--- config.mk ---
export PLATFORM = sky130hd
export DESIGN_NAME = dmem_arbiter
export DESIGN_NICKNAME = d
export VERILOG_FILES = /design/src/rtl/dmem_arbiter.sv
export SDC_FILE = /design/constraint.sdc
export NUM_CORES = 1
export LEC_CHECK = 0
export CORE_AREA = 2 2 129 131
export CTS_CLUSTER_SIZE = 25
export DETAILED_ROUTE_END_ITERATION = 16
export DIE_AREA = 0 0 131 133
export DONT_BUFFER_PORTS = 1
export HOLD_SLACK_MARGIN = 0.12
export SETUP_SLACK_MARGIN = 0.02
export SYNTH_ARGS = -nofsm -noshare
export SYNTH_HDL_FRONTEND = slang
export SYNTH_SLANG_ARGS = --single-unit
--- constraint.sdc ---
create_clock -name clk -period 4.4 [get_ports clk]
set_clock_uncertainty 0.15 [all_clocks]
set_input_delay 0.66 -clock clk [delete_from_list [all_inputs] [get_ports clk]]
set_output_delay 0.66 -clock clk [all_outputs]
set_load 0.01 [all_outputs]
--- src/rtl/dmem_arbiter.sv ---
// dmem_arbiter: shares one single-access data memory between two requesters.
//
// M0 (pipeline MEM stage) has fixed priority over M1 (debug/DMA loader). Two
// mechanisms protect M1:
//   - A starvation guard. After M1 has been denied STARVE_LIM consecutive
//     cycles, M1 is forced to win the next arbitration.
//   - A lock mode. M1 keeps ownership across a burst while it holds m1_lock.
// At most one access is granted per cycle. Read data is captured at the
// granting edge into the winner's rdata register, and rvalid pulses for one
// cycle.
//
// Ports:
//   clk, rst              clock; asynchronous active-high reset
//   m0_req/we/addr/wdata  M0 request; m0_gnt is combinational
//   m0_rvalid/rdata       M0 read return (registered, 1-cycle latency)
//   m1_req/we/lock/addr/wdata  M1 request (lock keeps ownership); m1_gnt comb.
//   m1_rvalid/rdata       M1 read return (registered, 1-cycle latency)
//   mem_WE/WA/RA/WD       memory drive from the winner (M0 values when idle)
//   mem_RD                memory asynchronous read data
module dmem_arbiter #(
  parameter int unsigned DATA       = 32,
  parameter int unsigned ADDR       = 32,
  parameter int unsigned STARVE_LIM = 4
) (
  input  logic            clk,
  input  logic            rst,

  input  logic            m0_req,
  input  logic            m0_we,
  input  logic [ADDR-1:0] m0_addr,
  input  logic [DATA-1:0] m0_wdata,
  output logic            m0_gnt,
  output logic            m0_rvalid,
  output logic [DATA-1:0] m0_rdata,

  input  logic            m1_req,
  input  logic            m1_we,
  input  logic            m1_lock,
  input  logic [ADDR-1:0] m1_addr,
  input  logic [DATA-1:0] m1_wdata,
  output logic            m1_gnt,
  output logic            m1_rvalid,
  output logic [DATA-1:0] m1_rdata,

  output logic            mem_WE,
  output logic [ADDR-1:0] mem_WA,
  output logic [ADDR-1:0] mem_RA,
  output logic [DATA-1:0] mem_WD,
  input  logic [DATA-1:0] mem_RD
);

  localparam logic [7:0] StarveLim = 8'(STARVE_LIM);

  typedef enum logic [0:0] {
    StArb,
    StM1Lock
  } state_e;

  state_e          state_q;
  logic [7:0]      wait_cnt_q;
  logic            m0_rvalid_q;
  logic            m1_rvalid_q;
  logic [DATA-1:0] m0_rdata_q;
  logic [DATA-1:0] m1_rdata_q;

  logic m0_win;
  logic m1_win;
  logic starved;

  // Winner selection. In lock mode M0 is shut out entirely, even if M1 drops
  // its request for a cycle (that cycle releases the lock).
  always_comb begin
    m0_win  = 1'b0;
    m1_win  = 1'b0;
    starved = (wait_cnt_q == StarveLim) && m1_req;
    unique case (state_q)
      StArb: begin
        if (starved) begin
          m1_win = 1'b1;
        end else if (m0_req) begin
          m0_win = 1'b1;
        end else if (m1_req) begin
          m1_win = 1'b1;
        end
      end
      StM1Lock: begin
        m1_win = m1_req;
      end
      default: begin
        m0_win = 1'b0;
        m1_win = 1'b0;
      end
    endcase
  end

  assign m0_gnt = m0_win;
  assign m1_gnt = m1_win;

  // Memory drive. M0 values are the idle default, so only M1 needs a select.
  always_comb begin
    if (m1_win) begin
      mem_WA = m1_addr;
      mem_RA = m1_addr;
      mem_WD = m1_wdata;
      mem_WE = m1_we;
    end else begin
      mem_WA = m0_addr;
      mem_RA = m0_addr;
      mem_WD = m0_wdata;
      mem_WE = m0_win & m0_we;
    end
  end

  assign m0_rvalid = m0_rvalid_q;
  assign m1_rvalid = m1_rvalid_q;
  assign m0_rdata  = m0_rdata_q;
  assign m1_rdata  = m1_rdata_q;

  // State, starvation counter and read-return registers.
  always_ff @(posedge clk or posedge rst) begin
    if (rst) begin
      state_q     <= StArb;
      wait_cnt_q  <= 8'd0;
      m0_rvalid_q <= 1'b0;
      m1_rvalid_q <= 1'b0;
      m0_rdata_q  <= '0;
      m1_rdata_q  <= '0;
    end else begin
      unique case (state_q)
        StArb: begin
          if (m1_win && m1_lock) begin
            state_q <= StM1Lock;
          end
        end
        StM1Lock: begin
          // The releasing beat is still granted when m1_req is high.
          if (!m1_req || !m1_lock) begin
            state_q <= StArb;
          end
        end
        default: state_q <= StArb;
      endcase

      if (!m1_req || m1_win) begin
        wait_cnt_q <= 8'd0;
      end else if (wait_cnt_q < StarveLim) begin
        wait_cnt_q <= wait_cnt_q + 8'd1;
      end

      m0_rvalid_q <= m0_win & ~m0_we;
      m1_rvalid_q <= m1_win & ~m1_we;
      if (m0_win && !m0_we) begin
        m0_rdata_q <= mem_RD;
      end
      if (m1_win && !m1_we) begin
        m1_rdata_q <= mem_RD;
      end
    end
  end

endmodule

==> out/qor.txt <==
status - completed
Worst-Margin Slew - 1060 ps
share of layout cells above drive strength 1 - 0.588
critical-path cell list - inv_1 -> ha_1 -> and4bb_2 -> a22oi_2 -> buf_4 -> o21ai_0
Starting Density - 0.242
routed wire length per instance - 24.4 µm
#FFs+latches synth - 75
Slew Limit Fails - 0
ys async rst share - 1.00
Synth cell types - 28
worst min path class - in2async
Ys Warns - 0
Sum Neg Setup Slack - 0 ps
Root Driver - clkbuf_16
largest net degree at the start of global routing - 69
Crit Path Category - reg2out
Synth top cells by count - mux2_2, dfrtp_1, buf_4, buf_2, and2_1
DRT iter0 DRCs - 34
Final period util - 0.775
Post-layout nets - 421
vias in the first global route - 2376
sum of buffers and inverters on the critical path - 2
clock sink total - 75
crit path time final - 3410 ps
Setup-failing EPs final - 0
Critical Path RT - 3590 ps
DR vias/cell - 4.55
clock-pin slew on the worst setup and hold paths - 60 ps
GRT Total Usage - 0.125
Cells after DPL - 461
num ports - 332
clk_lat worst skew - 330 ps
area of the mapped netlist - 3920 µm²
Routed Wire Length - 11700 µm
hold_ws - 163 ps
vias - 2180
Area growth syn-to-layout - 7.25%
register area share after synthesis - 0.479
Layout Cells excl Fill - 479
H-tree Lvls - 3
Bufs on Longest Clock Path - 2
gpl congestion - 0.900
CP peak stage delay - 640 ps
Synth Instances - 285
count of final hold-check violations - 0
CTS buffer count - 9
postcts setup bufs - 0
Post-Syn Area per Cell - 13.8 µm²
fraction of post-synthesis cell area in the top cell type by area - 0.479
Fmax - 293 MHz
DIE AREA - 17400 µm²
placement row count - 47
Arr. time, crit path - 2600 ps
Congestion Overflow GR - 0
maxcap violations - 0
DRC - 0
ranking of synthesized cells by area - dfrtp_1, mux2_2, buf_4, and2_1, buf_2
IR drop worst, VDD - 0.000258 V
Crit. End Element - primary output
Pleak - 0.00170 µW
chip height - 133 µm
DP HPWL - 9690 µm
unrepaired setup endpoints after global routing - false
CTS resizes - 0
Top delay family on crit path - compound AO/OA/AOI/OAI gates
EDFF count, synth - 0
dpl ws - 1310 ps
Initial DRT Pass Iterations - 5
Primary FF master, synth - dfrtp_1
CTS tree - done
Synth Net Count - 454
post-detailed-route count of antenna-violating nets - 0
Synth area leader - dfrtp_1
Die Wd - 131 µm
most frequent cell after synthesis - mux2_2
Tot Pwr - 2010 µW
crit path max fanout - 68
Power Density - 479 nW/µm²
core area - 16200 µm²
Worst setup SP type - flop
slowest library cell on the worst path - buf_4
global-route wire length before repair - 15300 µm
I/O Buffers - 0
Slew HR - 0.293
Final WS setup - 990 ps
initial antenna violation count - 3
post-cts hold buffer count - 0
flip-flops by register name (all words and copies together) (netlist names):
signal,cells
m0_rdata,32
m0_rvalid,1
m1_rdata,32
m1_rvalid,1
state_q,1
wait_cnt_q,8
cell type report:
class	count	area, µm²
inverters	5	18.8
well taps	220	275
flip-flops and latches	75	1880
diodes	2	5.00
clock buffers	12	246
fillers	1682	12000
multi-input cells	159	1690
repair buffers	2	15.0
clock inverters	4	73.8
per-stage QoR:
| step | cell area [µm²] | util |
|---|---|---|
| CTS | 4200 | 0.260 |
| detailed placement | 3880 | 0.240 |
| finish | 4200 | 0.260 |
| floorplan | 3920 | - |
| global placement | 3880 | 0.240 |
| global route | 4200 | 0.260 |
final timing paths:
path / startpoint / end / slack, ps / depth (start not counted)
setup / recovery: wait_cnt_q[0] / mem_WE / 990 / 6
hold / removal: rst / m1_rdata[4] / 160 / 1
setup reg to reg: wait_cnt_q[0] / m1_rdata[3] / 1450 / 7
hold reg to reg: wait_cnt_q[5] / wait_cnt_q[5] / 370 / 1
max in group asynchronous: rst / wait_cnt_q[5] / 2950 / 2
min in group clk: m1_lock / state_q / 300 / 1
layout by cell type, fill, tap and decap left out, types with 2 or more instances in the layout:
cell type,n
nand3_1,2
mux2_1,2
a21oi_1,2
dfrtp_1,75
diode_2,2
nor2_1,3
ha_1,2
buf_4,2
clkbuf_16,9
bufinv_16,2
mux2_2,126
clkbuf_1,2
and2_1,6
inv_1,4
kinds of logic after synthesis:
logic type	share of synthesized area
compound gates	0.00702
xor+xnor	0.00224
fa+ha+maj	0.00638
buf+inv	0.0913
flops	0.479
mux	0.370
simple gates	0.0437
report_power, final:
group          internal (µW)  switching [µW]  total [µW]
clock network            512             270         782
registers                802             131         933
logic                    143             156         298
metal layers:
metal / vias to the layer above / GRT usage / wire length [µm]
li1: 902 / - / -
met1: 1087 / 0.120 / 3830
met2: 169 / 0.221 / 6230
met3: 22 / 0.0481 / 1090
met4: 0 / 0.0798 / 536
met5: - / 0 / 0
worst register-to-register path: cells and delay by family, from the launching register on:
family | cells | cell delay [ps]
buf+inv | 2 | 430
compound gates | 1 | 80
fa+ha+maj | 1 | 150
simple gates | 2 | 1150
flops | 1 | 410
mux | 1 | 460
Power figures use the tool's default switching activity.
